$ cat config.mk
export PLATFORM = sky130hd
export DESIGN_NAME = register_file
export DESIGN_NICKNAME = d
export VERILOG_FILES = /design/src/rtl/regfile_pkg.sv /design/src/rtl/regfile_read_port.sv /design/src/rtl/register_file.sv
export SDC_FILE = /design/constraint.sdc
export NUM_CORES = 2
export LEC_CHECK = 0
export BUFFER_PORTS_ARGS = -buffer_cell sky130_fd_sc_hd__buf_2
export CAP_MARGIN = 10
export CORE_MARGIN = 5
export CORE_UTILIZATION = 60
export CTS_CLUSTER_DIAMETER = 60
export DETAILED_ROUTE_END_ITERATION = 10
export PLACE_DENSITY = 0.76
export SLEW_MARGIN = 5
export SYNTH_ARGS = -nofsm -noshare
export SYNTH_HDL_FRONTEND = slang
export SYNTH_SLANG_ARGS = --single-unit
$ cat constraint.sdc
create_clock -name clk -period 2.5 [get_ports clk]
set_clock_uncertainty 0.2 [all_clocks]
set_input_delay 0.25 -clock clk [delete_from_list [all_inputs] [get_ports clk]]
set_output_delay 0.25 -clock clk [all_outputs]
set_load 0.01 [all_outputs]
$ cat src/rtl/regfile_pkg.sv
// Shared sizing constants and operand types for the datapath register file.
package regfile_pkg;

  localparam int DATA_WIDTH = 32;
  localparam int ADDR_WIDTH = 5;
  localparam int NUM_REGS   = 2 ** ADDR_WIDTH;

  typedef logic [ADDR_WIDTH-1:0] reg_addr_t;
  typedef logic [DATA_WIDTH-1:0] reg_data_t;

endpackage

$ cat src/rtl/regfile_read_port.sv
// One combinational operand read port: array select, r0 zero forcing and,
// when REGFILE_BYPASS_EN is defined, same-cycle forwarding of write-back data.
module regfile_read_port #(
  parameter int DATA_WIDTH = regfile_pkg::DATA_WIDTH,
  parameter int ADDR_WIDTH = regfile_pkg::ADDR_WIDTH,
  parameter int NUM_REGS   = regfile_pkg::NUM_REGS
) (
  input  logic [ADDR_WIDTH-1:0] rd_addr_i,
  input  logic [DATA_WIDTH-1:0] regs_i [NUM_REGS],
`ifdef REGFILE_BYPASS_EN
  input  logic                  wr_en_i,
  input  logic [ADDR_WIDTH-1:0] wr_addr_i,
  input  logic [DATA_WIDTH-1:0] wr_data_i,
`endif
  output logic [DATA_WIDTH-1:0] rd_data_o
);

  always_comb begin
    rd_data_o = regs_i[rd_addr_i];
`ifdef REGFILE_BYPASS_EN
    if (wr_en_i && (wr_addr_i != '0) && (wr_addr_i == rd_addr_i)) begin
      rd_data_o = wr_data_i;
    end
`endif
    // Belt and braces: r0 reads zero even if the array view ever changed.
    if (rd_addr_i == '0) begin
      rd_data_o = '0;
    end
  end

endmodule

$ cat src/rtl/register_file.sv
// 32x32 register file: two combinational read ports, one synchronous write port,
// r0 hardwired to zero. Define REGFILE_BYPASS_EN for write-to-read forwarding.
module register_file #(
  parameter int DATA_WIDTH = regfile_pkg::DATA_WIDTH,
  parameter int ADDR_WIDTH = regfile_pkg::ADDR_WIDTH,
  parameter int NUM_REGS   = regfile_pkg::NUM_REGS
) (
  input  logic                  clk,
  input  logic                  reset,
  input  logic [ADDR_WIDTH-1:0] reg1_addr,
  input  logic [ADDR_WIDTH-1:0] reg2_addr,
  input  logic [ADDR_WIDTH-1:0] write_reg_addr,
  input  logic                  write_enable,
  input  logic [DATA_WIDTH-1:0] write_data,
  output logic [DATA_WIDTH-1:0] reg1_out,
  output logic [DATA_WIDTH-1:0] reg2_out
);

  logic [DATA_WIDTH-1:0] regs [NUM_REGS];

  // r0 has no storage at all, so a write to it simply has nowhere to land.
  assign regs[0] = '0;

  genvar gi;
  generate
    for (gi = 1; gi < NUM_REGS; gi++) begin : g_word
      logic [DATA_WIDTH-1:0] word_q;
      logic [DATA_WIDTH-1:0] word_d;

      assign word_d = (write_enable && (write_reg_addr == ADDR_WIDTH'(gi)))
                      ? write_data : word_q;

      always_ff @(posedge clk or negedge reset) begin
        if (!reset) begin
          word_q <= '0;
        end else begin
          word_q <= word_d;
        end
      end

      assign regs[gi] = word_q;
    end
  endgenerate

  regfile_read_port #(
    .DATA_WIDTH (DATA_WIDTH),
    .ADDR_WIDTH (ADDR_WIDTH),
    .NUM_REGS   (NUM_REGS)
  ) u_read_port1 (
    .rd_addr_i (reg1_addr),
    .regs_i    (regs),
`ifdef REGFILE_BYPASS_EN
    .wr_en_i   (write_enable),
    .wr_addr_i (write_reg_addr),
    .wr_data_i (write_data),
`endif
    .rd_data_o (reg1_out)
  );

  regfile_read_port #(
    .DATA_WIDTH (DATA_WIDTH),
    .ADDR_WIDTH (ADDR_WIDTH),
    .NUM_REGS   (NUM_REGS)
  ) u_read_port2 (
    .rd_addr_i (reg2_addr),
    .regs_i    (regs),
`ifdef REGFILE_BYPASS_EN
    .wr_en_i   (write_enable),
    .wr_addr_i (write_reg_addr),
    .wr_data_i (write_data),
`endif
    .rd_data_o (reg2_out)
  );

endmodule

==> results.txt <==
----------------------------------------------------
[Logic synthesis]
  Share of the yosys chip area belonging to registers ... a little under half
  Share of flip-flops with an asynchronous set or reset ... between 90% and 100%
  Syn Nets ... around 4100
  Mapped Area ... about 0.054 mm2
  Synthesized instance count ... 4052
  Top FF cell, synth ... sky130_fd_sc_hd__dfrtp_1
  Yosys cell types ... 39
  Synth area leader ... sky130_fd_sc_hd__dfrtp_1
  Number of flip-flops and latches in the synthesized netlist ... a little under 1000
  Number of synthesized flops with an enable pin ... 0
  Number of warnings reported in the yosys synthesis log ... 0
  Fraction of synthesized cell area taken by the top area cell type ... 46.34%
  Most numerous cell in the Yosys netlist ... sky130_fd_sc_hd__mux2_2
  Top cell types by occurrence after synthesis ... 1107 x sky130_fd_sc_hd__mux2_2, 992 x sky130_fd_sc_hd__dfrtp_1, 606 x sky130_fd_sc_hd__mux2i_1, 256 x sky130_fd_sc_hd__o22ai_1, 206 x sky130_fd_sc_hd__clkbuf_1
  Mean area per synthesized cell ... 13.22 um2
  Main area contributors after synthesis ... sky130_fd_sc_hd__dfrtp_1 46%, sky130_fd_sc_hd__mux2_2 23%, sky130_fd_sc_hd__mux2i_1 11%, sky130_fd_sc_hd__mux4_2 5.6%, sky130_fd_sc_hd__o22ai_1 3.0%

[Critical path]
  Depth of the worst register-to-register path ... 3
  Cell breakdown of the critical path ... mux4_2, mux2_4, a221oi_4, buf_4, nor3_2, buf_2
  Req. time, crit path ... roughly 2100 ps
  Worst Setup Path Type ... reg -> out
  Startpoint type of the worst setup path ... register
  FF-to-FF Start ... g_word[8].word_q[4]
  Highest cell delay on the worst timing path ... about 470 ps
  Data arrival time at the worst-slack endpoint ... between 2000 and 2500 ps
  Critical register-to-register path endpoint ... g_word[8].word_q[4]
  Crit Path Max Fanout ... 3
  Slowest CP cell ... sky130_fd_sc_hd__mux4_2
  Sort of element at the end of the critical path ... output port
  Reg-to-reg setup timing slack ... roughly 1300 ps

[Global routing]
  Gr usage total ... ~36%
  GRT Residual Overflow ... 0
  Vias in the first global route ... between 40000 and 50000
  Number of antenna violations at the first check in global routing ... 8
  Pin count of the biggest net entering global routing ... ~100
  Global-route wire length before repair ... between 200000 and 300000 um

[STA]
  Setup repair after global routing missed its margin ... yes
  Number of endpoints failing setup at the final stage ... 64
  Worst setup slack after layout ... -443.8 ps
  Upper clock frequency limit ... 339.7 MHz
  Worst Tran Pin Value ... around 1200 ps
  Total count of hold-check failures in the final report ... 0
  Max transition margin ... between 20% and 30%
  Clock period minus worst slack ... about 3000 ps
  Period utilisation layout ... 117.8%
  Max-slew violation count ... 0
  Worst hold-check slack ... 34.52 ps

[Hold path]
  Kind of path behind the tightest hold check ... in -> reg
  Number of cells on the worst hold path ... 2
  End point of the most critical hold path ... g_word[16].word_q[24]
  Source of the worst hold timing path ... write_data[24]

[Detailed routing]
  Aggregate routed wire length ... around 170000 um
  Via count normalized by instance count ... 6.997
  First-pass iteration count of the detailed router ... 6
  Antenna-violating nets left ... 0
  Total via count in the routed design ... 38910
  Number of violations reported at the end of detailed-routing iteration 0 ... between 3000 and 4000
  Per-cell routed wire length ... slightly above 30 um
  Number of design rule violations left after detail routing ... 0

[Clock tree]
  Sinks on the clock net ... 992
  # H-tree levels ... 3
  Number of buffers created by CTS ... about 110
  Buffer levels on the longest clock path ... 3
  Clock-pin slew on the worst setup and hold paths ... 60 ps
  Clock tree from TritonCTS ... done
  Root buf cell ... sky130_fd_sc_hd__clkbuf_16
  Latest clock arrival within the worst-skew pair ... about 670 ps

[Pwr]
  Total power density per cell area ... ~770 mW/mm2
  Leakage power figure ... approximately 29 nW
  Maximum vdd ir drop ... approximately 0.00059 V
  Overall Power ... slightly below 0.05 W

[Finish]
  Register containing the most flip-flops in the final layout ... g_word.word_q
  Post-Layout Cell Count ... ~5600
  Registers with the most flip-flops ... g_word.word_q: 992 flops
  Finished Core Util ... between 70% and 80%
  Nets@finish ... between 4000 and 5000
  Max reg flops ... 992
  Layout cell share with drive strength beyond 1 ... around 50%
  Layout area overhead ... 19.93%

[Flow run]
  Number of max-cap violations ... 0

[Placement]
  PortBufs ... 113
  Detailed-placement wirelength estimate ... roughly 110000 um
  Inst Count DP ... between 5000 and 6000
  Final Wtd Congestion ... between 0.9 and 1
  Post-place setup slack ... -332.6 ps

[Floorplan]
  Placement Rows ... between 100 and 150
  Total die area ... about 0.095 mm2
  Vertical die dimension ... around 310 um
  Placeable core region ... between 0.08 and 0.09 mm2
  Die W ... between 300 and 400 um
  Initial standard-cell utilization of the core ... between 60% and 70%
  Ports ... roughly 110

[Outcome]
  Failing checks ... negative setup slack
  Outcome ... finished with violations

----------------------------------------------------
## area by class of cell
| class | count | area [um2] |
|---|---|---|
| Antenna cell | 7 | 17.52 |
| Clock buffer | 153 | 3133 |
| Clock inverter | 42 | 379.1 |
| Fill cell | 5624 | 24270 |
| Inverter | 2 | 7.507 |
| Multi-Input combinational cell | 2625 | 28820 |
| Sequential cell | 992 | 24820 |
| Tap cell | 1165 | 1458 |
| Timing Repair Buffer | 574 | 5610 |
## power breakdown
part / switching [W] / internal (W)
registers: 0.00241 / 0.0192
logic: 0.00512 / 0.00655
clock network: 0.00668 / 0.00920
## repair_timing
| item | CTS | global route |
|---|---|---|
| pin swaps | 119 | 49 |
| hold buffers | 18 | 0 |
| resized for setup | 330 | 29 |
| hold endpoints to repair | 1264 | 0 |
| setup endpoints to repair | 64 | 64 |
| setup buffers | 66 | 18 |
## stage by stage
stage | TNS (ps) | area, um2
2_1_floorplan | 0 | 53570
3_3_place_gp | -7589 | 58110
3_5_place_dp | -7806 | 58110
4_1_cts | -18870 | 63930
5_1_grt | -20840 | 64230
6_report | -17560 | 64240
## layout by cell type, fill, tap and decap left out, types with 7 or more instances in the layout
master / count
sky130_fd_sc_hd__mux2i_1: 606
sky130_fd_sc_hd__a32oi_4: 24
sky130_fd_sc_hd__nor2_4: 12
sky130_fd_sc_hd__buf_6: 32
sky130_fd_sc_hd__nand2b_4: 18
sky130_fd_sc_hd__a31oi_4: 13
sky130_fd_sc_hd__a21oi_1: 31
sky130_fd_sc_hd__nor3_4: 17
sky130_fd_sc_hd__nand2_4: 15
sky130_fd_sc_hd__nor3_1: 129
sky130_fd_sc_hd__mux2_1: 13
sky130_fd_sc_hd__clkbuf_1: 20
sky130_fd_sc_hd__dlygate4sd3_1: 18
sky130_fd_sc_hd__nand2_1: 35
sky130_fd_sc_hd__a221o_1: 63
sky130_fd_sc_hd__nor3_2: 32
sky130_fd_sc_hd__o22ai_1: 256
sky130_fd_sc_hd__mux4_2: 145
sky130_fd_sc_hd__clkbuf_8: 24
sky130_fd_sc_hd__diode_2: 7
sky130_fd_sc_hd__dfrtp_1: 992
sky130_fd_sc_hd__clkbuf_16: 109
sky130_fd_sc_hd__buf_2: 90
sky130_fd_sc_hd__buf_4: 324
sky130_fd_sc_hd__mux2_2: 1043
sky130_fd_sc_hd__mux2_4: 64
sky130_fd_sc_hd__clkinv_2: 22
sky130_fd_sc_hd__a221oi_4: 11
sky130_fd_sc_hd__nand2_2: 15
sky130_fd_sc_hd__a211oi_4: 15
sky130_fd_sc_hd__buf_12: 107
sky130_fd_sc_hd__a221oi_1: 17
sky130_fd_sc_hd__clkinvlp_4: 10
## critical path: cells and delay by family, from the launching register on
family / cells / cell delay, ps
AOI/OAI and AO/OA: 1 / 280
buffers and inverters: 2 / 320
DFF: 1 / 400
muxes: 2 / 780
and+or+nand+nor: 1 / 50
## cells by family after synthesis
group / Yosys count / share of synthesized area (%)
multiplexers: 1871 / 41.05
flip-flops: 992 / 46.34
AO/OA/AOI/OAI: 449 / 6.000
buffers and inverters: 435 / 3.786
AND/OR/NAND/NOR: 305 / 2.826
## how the worst max path moves through the flow
stage	from	to	slack [ps]	depth (start not counted)
after floorplan	reg1_addr[0]	reg1_out[11]	320	7
after CTS	g_word[13].word_q[3]	reg1_out[3]	-440	6
after global placement	reg1_addr[0]	reg1_out[22]	-330	10
final	g_word[9].word_q[3]	reg1_out[3]	-440	6
after global routing	g_word[8].word_q[3]	reg1_out[3]	-490	6
after detailed placement	reg1_addr[0]	reg1_out[22]	-330	10
## per-layer routing
metal  GRT usage (%)  up-vias  part of all wire, %
li1                -    15960                    -
met1           47.36    20090                   38
met2           55.49     2153                   45
met3           9.215      701                   10
met4           20.07        6                  6.7
met5               0        -                0.025
Note: power is estimated with default switching activity, not from simulation.
